==> src/rtl/uart_loader_pkg.sv <==
// Shared definitions for the UART boot loader.
// State encodings and build-wide defaults.
package uart_loader_pkg;

  localparam int INST_MEM_ADDR_SIZE = 8;
  localparam int LOADER_TIMEOUT     = 50000000;

  typedef enum logic [2:0] {
    CNT_HI,
    CNT_LO,
    CHK,
    WORD,
    WRITE,
    DONE,
    ERROR
  } ld_state_e;

endpackage

==> src/rtl/uart_loader_timeout.sv <==
// Inter-byte idle counter for the UART loader.
// expired flags the last allowed idle cycle.
module loader_timeout #(
  parameter int TIMEOUT = 50000000
) (
  input  logic clk,
  input  logic rst_n,
  input  logic clear,
  input  logic run,
  output logic expired
);

  localparam int CW = $clog2(TIMEOUT + 1);

  logic [CW-1:0] cnt_q;
  logic [CW-1:0] cnt_d;

  assign expired = run && (cnt_q == CW'(TIMEOUT - 1));

  always_comb begin
    cnt_d = cnt_q;
    if (clear)
      cnt_d = '0;
    else if (run && !expired)
      cnt_d = cnt_q + 1'b1;
  end

  always_ff @(posedge clk or negedge rst_n) begin
    if (!rst_n)
      cnt_q <= '0;
    else
      cnt_q <= cnt_d;
  end

endmodule

==> src/rtl/uart_loader.sv <==
// Streams a word-count-prefixed program from the UART
// into instruction memory, holding the CPU until done.
module uart_loader
  import uart_loader_pkg::*;
#(
  parameter int ADDR_W  = INST_MEM_ADDR_SIZE,
  parameter int TIMEOUT = LOADER_TIMEOUT
) (
  input  logic              clk,
  input  logic              rst,
  input  logic              rxReady,
  input  logic [7:0]        rxData,
  output logic              rxClear,
  output logic [ADDR_W-1:0] memAddr,
  output logic [31:0]       memData,
  output logic              memWren,
  output logic              cpuHold,
  output logic              done,
  output logic              error
);

  localparam logic [16:0] MAX_N = 17'(2 ** ADDR_W);

  ld_state_e     state_q, state_d;
  logic [15:0]   cnt_q, cnt_d;
  logic [ADDR_W:0] idx_q, idx_d;
  logic [1:0]    bidx_q, bidx_d;
  logic [31:0]   data_q, data_d;
  logic          clr_q, clr_d;

  logic          accept;
  logic          tmo_run;
  logic          tmo_clear;
  logic          expired;
  logic [ADDR_W:0] idx_inc;

  // rxReady is a level; the clear cycle masks the stale flag
  assign accept = rxReady && !clr_q &&
                  (state_q inside {CNT_HI, CNT_LO, WORD});
  assign tmo_run   = state_q inside {CNT_LO, WORD};
  assign tmo_clear = accept || !tmo_run;
  assign idx_inc   = idx_q + 1'b1;

  loader_timeout #(
    .TIMEOUT (TIMEOUT)
  ) u_timeout (
    .clk     (clk),
    .rst_n   (rst),
    .clear   (tmo_clear),
    .run     (tmo_run),
    .expired (expired)
  );

  always_comb begin
    state_d = state_q;
    cnt_d   = cnt_q;
    idx_d   = idx_q;
    bidx_d  = bidx_q;
    data_d  = data_q;
    clr_d   = accept;
    unique case (state_q)
      CNT_HI: begin
        if (accept) begin
          cnt_d[15:8] = rxData;
          state_d     = CNT_LO;
        end
      end
      CNT_LO: begin
        if (accept) begin
          cnt_d[7:0] = rxData;
          state_d    = CHK;
        end else if (expired) begin
          state_d = ERROR;
        end
      end
      CHK: begin
        idx_d  = '0;
        bidx_d = '0;
        if (cnt_q == 16'd0 || 17'(cnt_q) > MAX_N)
          state_d = ERROR;
        else
          state_d = WORD;
      end
      WORD: begin
        if (accept) begin
          data_d = {data_q[23:0], rxData};
          bidx_d = bidx_q + 1'b1;
          if (bidx_q == 2'd3)
            state_d = WRITE;
        end else if (expired) begin
          state_d = ERROR;
        end
      end
      WRITE: begin
        idx_d  = idx_inc;
        bidx_d = '0;
        if (16'(idx_inc) == cnt_q)
          state_d = DONE;
        else
          state_d = WORD;
      end
      DONE:  state_d = DONE;
      ERROR: state_d = ERROR;
      default: state_d = ERROR;
    endcase
  end

  always_ff @(posedge clk or negedge rst) begin
    if (!rst) begin
      state_q <= CNT_HI;
      cnt_q   <= '0;
      idx_q   <= '0;
      bidx_q  <= '0;
      data_q  <= '0;
      clr_q   <= 1'b0;
    end else begin
      state_q <= state_d;
      cnt_q   <= cnt_d;
      idx_q   <= idx_d;
      bidx_q  <= bidx_d;
      data_q  <= data_d;
      clr_q   <= clr_d;
    end
  end

  assign rxClear = clr_q;
  assign memAddr = idx_q[ADDR_W-1:0];
  assign memData = data_q;
  assign memWren = (state_q == WRITE);
  assign cpuHold = (state_q != DONE);
  assign done    = (state_q == DONE);
  assign error   = (state_q == ERROR);

endmodule

==> config.mk <==
export PLATFORM = sky130hd
export DESIGN_NAME = uart_loader
export DESIGN_NICKNAME = d
export VERILOG_FILES = /design/src/rtl/uart_loader_pkg.sv /design/src/rtl/uart_loader_timeout.sv /design/src/rtl/uart_loader.sv
export SDC_FILE = /design/constraint.sdc
export NUM_CORES = 1
export LEC_CHECK = 0
export CORE_MARGIN = 5
export CORE_UTILIZATION = 56
export CTS_CLUSTER_DIAMETER = 50
export DETAILED_ROUTE_END_ITERATION = 10
export GPL_TIMING_DRIVEN = 0
export MAX_ROUTING_LAYER = met4
export PLACE_DENSITY = 0.91
export SLEW_MARGIN = 20
export SYNTH_ARGS = -nofsm -noshare
export SYNTH_HDL_FRONTEND = slang
export SYNTH_HIERARCHICAL = 1
export SYNTH_SLANG_ARGS = --single-unit
==> constraint.sdc <==
create_clock -name clk -period 2.8 [get_ports clk]
set_clock_uncertainty 0.2 [all_clocks]
set_input_delay 0.7 -clock clk [delete_from_list [all_inputs] [get_ports clk]]
set_output_delay 0.7 -clock clk [all_outputs]
set_load 0.005 [all_outputs]
==> flow_metrics.tcl, run 1 <==
set metrics [dict create \
    rrSetupSlack_ns 0.25 \
    dp_slack_ns -0.5822 \
    grt_pass1_wl_mm 17.48 \
    fmax_ghz 0.3690 \
    critPathKind "reg -> out" \
    finalSetupViolCount 0 \
    first_iter_violations 351 \
    synth_top_area_cell "dfrtp_1" \
    synth_edf_count 0 \
    cts_buffer_depth 2 \
    synth_adder_area_share_pct 0.8368 \
    min_period_over_period_pct 96.80 \
    yosysWarnings 6 \
    syn_to_final_growth_pct 20.73 \
    max_cap_viol_count 0 \
    drive_above_1_share_pct 16.36 \
    fin_ws_ns 0.08963 \
    drt_pass1_iterations 5 \
    netlist_instances 411 \
    worst_pin_slew_ns 0.6703 \
    coreArea_um2 7767 \
    yosys.area.top_type_share_pct 49.65 \
    r2r-start "idx_q[1]" \
    synthesis.area_um2 4486 \
    postCtsSetupBuffers 0 \
    max-vdd-ir-drop_mv 0.6119 \
    seq_area_frac_synth_pct 49.65 \
    synth_top_family_by_area "simple AND/OR/NAND/NOR gates" \
    hold_viol_final 0 \
    cp_max_fo 10 \
    path_clk_slew_ns 0.09 \
    wirelength_mm 10.67 \
    num_rows 32 \
    grt_pass1_vias 3585 \
    cts_hold_buf 0 \
    clockRootBuffer "clkbuf_8" \
    status "finished, final reports clean" \
    antenna_found_initial 0 \
    fillCellCount 524 \
    dieArea_um2 9900 \
    place_area_um2 5189 \
    synth-compound-area-share_pct 9.819 \
    synth_cell_type_count 58 \
    via_per_inst 5.993 \
    overflow 0 \
    cts_buffers 9 \
    ios 56 \
    hpwlAfterDp_mm 7.544 \
    grt_max_degree 50 \
    synth-main-ff-cell "dfrtp_1" \
    slew_headroom_pct 55.07 \
    start_kind "register" \
    clkLatencyLatePin_ns 0.35 \
    wl_per_cell_um 18.24 \
    finalPower_mw 4.573 \
    vias 3506 \
    multiInputGateArea_um2 2063 \
    initial_utilization_pct 57.75 \
    slew_viol_final 0 \
    nNetsFinal 492 \
    hp-class "in -> async" \
    die_w_um 99.50 \
    grt_util_all_layers_pct 22.60 \
    h-tree-depth 3 \
    worstSetupEndpointType "output port" \
    synth_xor_area_share_pct 5.662 \
    p_leak_nw 2.235 \
    final_cell_mix "dfrtp_1, clkdlybuf4s50_1, mux2_1, nor2_1, a21oi_1" \
    period_needed_ns 2.710 \
    die_y_um 99.50 \
    final_antenna_net_count 0 \
    power_density_nw_per_um2 844.4 \
    syn_nets 425 \
    rsz0062_at_grt "no" \
    gp_congestion 0.9402 \
    async_flop_share_pct 100.0 \
    final_common_cell "dfrtp_1" \
    ff2ff_path_depth 6 \
    synthSimpleGateAreaFrac_pct 16.43 \
    syn_area_per_cell_um2 10.91 \
    reg2reg_to "state_q[1]" \
    synth_area_leaders "dfrtp_1, mux2_1, mux2_2" \
    drc 0 \
    seq_area_um2 2227 \
    cts.sinks 89 \
    antenna-diode-count 0 \
    crit_arrival_ns 1.81 \
    cts_tree "done" \
    synthMuxAreaShare_pct 12.78 \
    portBuffers 55 \
    worst-endpoint-required_ns 1.90 \
    design_area_um2 5415 \
    synth_seq_cells 89 \
]
==> routing by layer <==
layer | GRT usage, % | vias to the layer above | wire length, um
li1 | - | 1604 | -
met1 | 28.81 | 1711 | 4536
met2 | 36.47 | 161 | 5269
met3 | 4.979 | 30 | 635
met4 | 6.618 | 0 | 229
met5 | - | - | 0
==> final cells by class <==
type | instances | share of cell area, %
clock buffers | 11 | 2.611
repair buffers | 56 | 10.63
inverters | 9 | 0.6238
well taps | 102 | 2.357
flip-flops and latches | 89 | 41.13
plain buffers | 28 | 3.396
multi-input cells | 285 | 38.10
clock inverters | 5 | 1.155
==> registers in the layout, summed over array words and instances, names as in the netlist <==
register	flops
bidx_q	2
cnt_q	16
state_q	3
idx_q	9
rxClear	1
memData	32
u_timeout/cnt_q	26
==> where the power goes <==
| part | switching [mW] | leakage (nW) | internal (mW) |
|---|---|---|---|
| Clock | 0.461 | 0.0962 | 0.442 |
| Sequential | 0.277 | 1.17 | 1.63 |
| Combinational | 0.790 | 0.971 | 0.969 |
| Total | 1.53 | 2.23 | 3.04 |
==> critical path, cell delays in order, from the launching register on <==
cell and delay [ns]:
dfrtp_1 0.46, inv_2 0.13, nand2_2 0.18, nor2_4 0.17, clkdlybuf4s50_1 0.52
==> worst max-delay path by stage <==
stage	slack [ns]	to	startpoint	cells past startpoint
4_1_cts	0.08	memWren	state_q[0]	4
5_1_grt	0.02	memWren	state_q[0]	4
2_1_floorplan	0.44	memData[20]	rxReady	5
3_5_place_dp	-0.58	memData[25]	rxReady	6
3_3_place_gp	-2.22	idx_q[7]	rst	1
6_report	0.09	memWren	state_q[0]	4
==> synth_stat cells, types with 8 or more instances <==
library cell and n:
dfrtp_1 89, mux2_1 31, nor2_1 31, a21oi_1 21, nand2_1 20, xnor2_1 20, mux2_2 19, o21ai_0 18
nand3_1 13, clkbuf_1 12, buf_4 11, o21ai_1 10, or3_1 9, xor2_1 9, nand4_1 8, nor3_1 8
==> per-stage QoR <==
stage          hold WS, ns  util, %  instances  setup TNS [ns]
6_report            0.1201    69.72        585               0
3_5_place_dp        0.2776    66.80        569          -15.92
2_1_floorplan       0.2044        -        411               0
5_1_grt             0.1325    69.72        585               0
4_1_cts             0.1242    69.51        585               0
3_3_place_gp        0.2688    66.48        568         -208.96
==> kinds of logic (layout without fill, tap and decap cells) <==
kind of cell | Yosys count | in the layout
adders and majority gates | 3 | 3
muxes | 51 | 51
buffers and inverters | 37 | 109
AOI/OAI and AO/OA | 72 | 72
xor gates and xnor gates | 29 | 29
DFF | 89 | 89
and+or+nand+nor | 130 | 130
==> repair_timing <==
| action | CTS | global route |
|---|---|---|
| endpoints found under the setup margin | 31 | 5 |
| endpoints found under the hold margin | 0 | 0 |
| resized for setup | 3 | 3 |
Power figures use the tool's default switching activity.
==> inputs of run 2 (changes only) <==
--- a/config.mk
+++ b/config.mk
@@ -7,7 +7,7 @@
 export LEC_CHECK = 0
 export CORE_MARGIN = 5
 export CORE_UTILIZATION = 56
-export CTS_CLUSTER_DIAMETER = 50
+export CTS_CLUSTER_DIAMETER = 120
 export DETAILED_ROUTE_END_ITERATION = 10
 export GPL_TIMING_DRIVEN = 0
 export MAX_ROUTING_LAYER = met4
@@ -17,3 +17,4 @@
 export SYNTH_HDL_FRONTEND = slang
 export SYNTH_HIERARCHICAL = 1
 export SYNTH_SLANG_ARGS = --single-unit
+export TNS_END_PERCENT = 10
==> results of run 2 <==
No change in the layout: final DEF, timing and power equal those of run 1.
==> inputs of run 3 (changes only) <==
--- a/config.mk
+++ b/config.mk
@@ -10,6 +10,7 @@
 export CTS_CLUSTER_DIAMETER = 120
 export DETAILED_ROUTE_END_ITERATION = 10
 export GPL_TIMING_DRIVEN = 0
+export HOLD_SLACK_MARGIN = 0.05
 export MAX_ROUTING_LAYER = met4
 export PLACE_DENSITY = 0.91
 export SLEW_MARGIN = 20
==> results of run 3 <==
No change in the layout: final DEF, timing and power equal those of run 1.
==> patch 1: new RTL, settings of run 2 <==
Change the package constant `LOADER_TIMEOUT` from 50000000 to 100000000.
--- a/src/rtl/uart_loader_pkg.sv
+++ b/src/rtl/uart_loader_pkg.sv
@@ -3,7 +3,7 @@
 package uart_loader_pkg;
 
   localparam int INST_MEM_ADDR_SIZE = 8;
-  localparam int LOADER_TIMEOUT     = 50000000;
+  localparam int LOADER_TIMEOUT     = 100000000;
 
   typedef enum logic [2:0] {
     CNT_HI,
Formal check against the unedited RTL: same outputs for any inputs over 10 cycles, from zero or initial values and one cycle with rst low; that may be too few to reach the edited logic, so the function may still have changed.
==> patch 1 against run 2 <==
Die area rose by 1.1%. Hold slack got worse by 0.029 ns. Design area rose by 0.67%. Via count rose by 0.66%. Core utilization rose by 0.11 points. Wire length fell by 2.4%. Worst setup slack got worse by 0.018 ns. Sequential cell count rose by 1. Clock power fell by 3.2%. Power fell by 0.21%. Count of clock-buffer cells in the layout fell by 2. Area after synthesis rose by 1.3%. Largest power group unchanged.
==> patch 1: results (changes against run 2) <==
{
  "outcome": "finished, final reports clean",
  "slowest_delay": {"value": 0.54, "unit": "ns", "change": "+0.02 ns"},
  "drt_iter0_markers": {"value": 284, "change": "-19%"},
  "post_synthesis_cell_type_count": {"value": 60, "change": "+3.4%"},
  "regToRegEndpoint": "u_timeout/cnt_q[22]",
  "routed-via-count": {"value": 3529, "change": "+0.66%"},
  "ff2ff_setup_slack": {"value": 0.16, "unit": "ns", "change": "-0.09 ns"},
  "netlist_instances": {"value": 414, "change": "+0.73%"},
  "grt_max_degree": {"value": 52, "change": "+4.0%"},
  "irDropWorstVdd": {"value": 0.5798, "unit": "mV", "change": "-5.3%"},
  "worst-endpoint-arrival": {"value": 1.83, "unit": "ns", "change": "+0.02 ns"},
  "groute.usage.overall": {"value": 22.88, "unit": "%", "change": "+0.28 points"},
  "power_leakage": {"value": 2.264, "unit": "nW", "change": "+1.3%"},
  "place_area": {"value": 5245, "unit": "um^2", "change": "+1.1%"},
  "synth.area.top_cells": "sky130_fd_sc_hd__dfrtp_1 (50%), sky130_fd_sc_hd__mux2_1 (7.7%), sky130_fd_sc_hd__mux2_2 (4.5%), sky130_fd_sc_hd__xor2_1 (3.5%), sky130_fd_sc_hd__nor2_1 (2.6%)",
  "fin_worst_hold_slack": {"value": 0.09066, "unit": "ns", "change": "-0.02942 ns"},
  "worstRegToRegCells": {"value": 10, "change": "+4"},
  "place_ws": {"value": -0.5880, "unit": "ns", "change": "-0.005761 ns"},
  "grt_first_pass_wirelength": {"value": 17840, "unit": "um", "change": "+2.1%"},
  "synth_nets": {"value": 429, "change": "+0.94%"},
  "yosys-top-cells-count": "sky130_fd_sc_hd__dfrtp_1 (90), sky130_fd_sc_hd__mux2_1 (31), sky130_fd_sc_hd__nor2_1 (31)",
  "dp_cells": {"value": 572, "change": "+0.53%"},
  "final.period_utilization": {"value": 97.45, "unit": "%", "change": "+0.65 points"},
  "synth_seq_area_share": {"value": 49.59, "unit": "%", "change": "-0.065 points"},
  "reg2reg_from": "state_q[2]",
  "fin_nets": {"value": 496, "change": "+0.81%"},
  "final-instance-count-excl-fill": {"value": 588, "change": "+0.51%"},
  "final.fill_count": {"value": 552, "change": "+5.3%"},
  "worst_slew_pin_slew": {"value": 0.6521, "unit": "ns", "change": "-0.01816 ns"}
}
==> patch 1: power breakdown <==
group	internal [mW]	total [mW]	switching, mW
clock network	0.344	0.875	0.531
registers	1.65	1.93	0.279
logic	0.977	1.76	0.785
total	2.97	4.56	1.60
==> patch 1: cells by family (layout without fill, tap and decap cells) <==
kind of cell	after synthesis	count (layout)	share of synthesized area (%)
xor+xnor	31	31	5.978
simple gates	132	132	15.79
mux	50	50	12.37
fa+ha+maj	4	4	1.102
flops	90	90	49.59
buf+inv	34	106	4.435
compound gates	73	73	10.74
==> patch 1: how the worst max path moves through the flow <==
stage | end | from
after floorplan | state_q[2] | u_timeout/cnt_q[12]
after global placement | cnt_q[10] | rst
after detailed placement | memData[26] | rxReady
after CTS | memWren | state_q[0]
after global routing | done | state_q[1]
final | memWren | state_q[0]
==> patch 1: per-layer routing <==
layer	global-route usage, %	part of all wire, %	wire length, um
met1	29.88	44	4602
met3	5.420	6.7	702
met2	35.86	48	4976
met5	-	0	0
met4	6.736	1.3	136
==> patch 1: final cells by class <==
type / instances / area, um^2 / share of cell area (%)
clock buffer: 9 / 123.9 / 2.272
buffer: 27 / 176.4 / 3.236
clock inverter: 7 / 68.82 / 1.262
inverter: 7 / 26.28 / 0.4820
tap: 102 / 127.6 / 2.341
timing repair buffer: 56 / 575.6 / 10.56
multi-input combinational: 290 / 2101 / 38.54
sequential: 90 / 2252 / 41.31
==> patch 1: timing repair <==
item,4_1_cts,5_1_grt
cloned,0,0
pin swaps,0,0
setup endpoints to repair,31,1
resized for setup,4,1
==> patch 2: new RTL, settings of run 2 <==
Without the edit above. Put a register stage on the output `error`, cleared by the reset. The value now appears one clock later. The other outputs are not delayed to match.
--- a/src/rtl/uart_loader.sv
+++ b/src/rtl/uart_loader.sv
@@ -129,7 +129,13 @@
   assign memWren = (state_q == WRITE);
   assign cpuHold = (state_q != DONE);
   assign done    = (state_q == DONE);
-  assign error   = (state_q == ERROR);
+  always_ff @(posedge clk or negedge rst) begin
+    if (!rst) begin
+      error <= '0;
+    end else begin
+      error <= (state_q == ERROR);
+    end
+  end
 
 endmodule
 
Check against the original RTL: not equivalent (Yosys sat finds a counterexample within 10 cycles, from zero or initial values and one cycle with rst low).
==> patch 2 against run 2 <==
First-iteration DRC count shrank 19%. Worst setup slack lost 0.0092 ns. Register-to-register slack lost 0.06 ns. Wire length shrank 2.3%. Sequential cell count grew 1. Core utilization grew 0.097 points. Design area grew 0.14%. Power shrank 0.63%. Area after synthesis grew 0.56%. Sequential share of layout area grew 0.43 points. Clock power shrank 3.1%. Critical path type unchanged. Highest routed layer unchanged.
==> patch 2: results (changes against run 2) <==
{
  "worstSkewPairLatency": {"value": 0.37, "unit": "ns", "change": "+0.02 ns"},
  "grt_first_pass_wirelength": {"value": 17760, "unit": "um", "change": "+1.6%"},
  "place_area": {"value": 5214, "unit": "um^2", "change": "+0.48%"},
  "fin_nets": {"value": 493, "change": "+0.20%"},
  "place.gp.congestion": {"value": 0.8676, "change": "-7.7%"},
  "synth_seq_area_share": {"value": 49.93, "unit": "%", "change": "+0.28 points"},
  "irDropWorstVdd": {"value": 0.5982, "unit": "mV", "change": "-2.2%"},
  "routed-via-count": {"value": 3438, "change": "-1.9%"},
  "postRouteWirelength": {"value": 10420, "unit": "um", "change": "-2.3%"},
  "grt_max_degree": {"value": 51, "change": "+2.0%"},
  "place_ws": {"value": -0.6611, "unit": "ns", "change": "-0.07888 ns"},
  "drt_iter0_markers": {"value": 285, "change": "-19%"},
  "worst_slew_margin_rel": {"value": 46.56, "unit": "%", "change": "-8.5 points"},
  "antenna_cells": {"value": 0, "change": "unchanged"},
  "power_leakage": {"value": 2.240, "unit": "nW", "change": "+0.23%"},
  "first_global_vias": {"value": 3576, "change": "-0.25%"},
  "final.fill_count": {"value": 530, "change": "+1.1%"},
  "synth.area.top_cells": "sky130_fd_sc_hd__dfrtp_1 (50%), sky130_fd_sc_hd__mux2_1 (7.7%), sky130_fd_sc_hd__mux2_2 (4.7%), sky130_fd_sc_hd__xnor2_1 (3.9%), sky130_fd_sc_hd__nor2_1 (2.6%)",
  "outcome": "finished, final reports clean",
  "yosys-top-cells-count": "sky130_fd_sc_hd__dfrtp_1 (90), sky130_fd_sc_hd__mux2_1 (31), sky130_fd_sc_hd__nor2_1 (31)",
  "synth_nets": {"value": 426, "change": "+0.24%"},
  "placed_wire_length_estimate_after_detailed_placement": {"value": 7415, "unit": "um", "change": "-1.7%"},
  "fraction_of_final_layout_cells_sized_beyond_drive_strength_1": {"value": 16.53, "unit": "%", "change": "+0.17 points"},
  "groute.usage.overall": {"value": 23.07, "unit": "%", "change": "+0.46 points"},
  "reg2reg_from": "state_q[2]"
}
[patch 2: worst max-delay path, stage by stage (launching register included)]
cell	delay [ns]
sky130_fd_sc_hd__dfrtp_2	0.46
sky130_fd_sc_hd__inv_2	0.12
sky130_fd_sc_hd__nand2_2	0.16
sky130_fd_sc_hd__nor2_2	0.19
sky130_fd_sc_hd__clkdlybuf4s50_1	0.53
[patch 2: path summary, 6_finish.rpt]
check / cells after the start / slack [ns] / end
setup / recovery: 4 / 0.08 / memWren
min in group clk: 1 / 0.30 / memData[30]
hold / removal: 1 / 0.11 / memData[28]
setup reg to reg: 9 / 0.19 / u_timeout/cnt_q[18]
max in group asynchronous: 2 / 1.66 / memData[8]
hold reg to reg: 1 / 0.30 / memData[30]
[patch 2: timing repair]
item,4_1_cts,5_1_grt
endpoints found under the setup margin,31,3
gates resized for setup,3,2
cloned,0,0
[patch 2: final cells by class]
type                    count  share of cell area [%]
clock inverters             7                   1.338
inverters                   9                  0.6230
flip-flops and latches     90                   41.56
clock buffers               9                   2.284
repair buffers             56                   10.61
multi-input cells         285                   37.84
well taps                 102                   2.353
plain buffers              28                   3.392
[patch 2: layer usage]
metal,wire length [um],up-vias,GRT usage (%)
met3,661,24,4.839
met1,4514,1669,29.77
met4,202,0,9.244
met5,0,-,-
met2,5042,133,35.66
li1,-,1612,-
[patch 2: logic make-up after synthesis]
| family | after synthesis | synth area share (%) |
|---|---|---|
| AOI/OAI and AO/OA | 72 | 9.764 |
| buffers and inverters | 37 | 4.799 |
| DFF | 90 | 49.93 |
| adders and majority gates | 3 | 0.8323 |
| xor gates and xnor gates | 29 | 5.631 |
| and+or+nand+nor | 130 | 16.34 |
| muxes | 51 | 12.70 |
[patch 2: power by group]
group | switching [mW] | internal (mW) | leakage (nW) | total (mW)
Sequential | 0.284 | 1.65 | 1.18 | 1.94
Combinational | 0.764 | 0.965 | 0.971 | 1.73
Clock | 0.528 | 0.348 | 0.0902 | 0.876
[patch 2: stage by stage]
step	TNS [ns]	std cells	utilization [%]
final	0	586	69.81
after global placement	-219.80	569	66.80
after detailed placement	-17.60	570	67.12
after global routing	0	586	69.81
after floorplan	0	412	-
after CTS	0	586	69.76
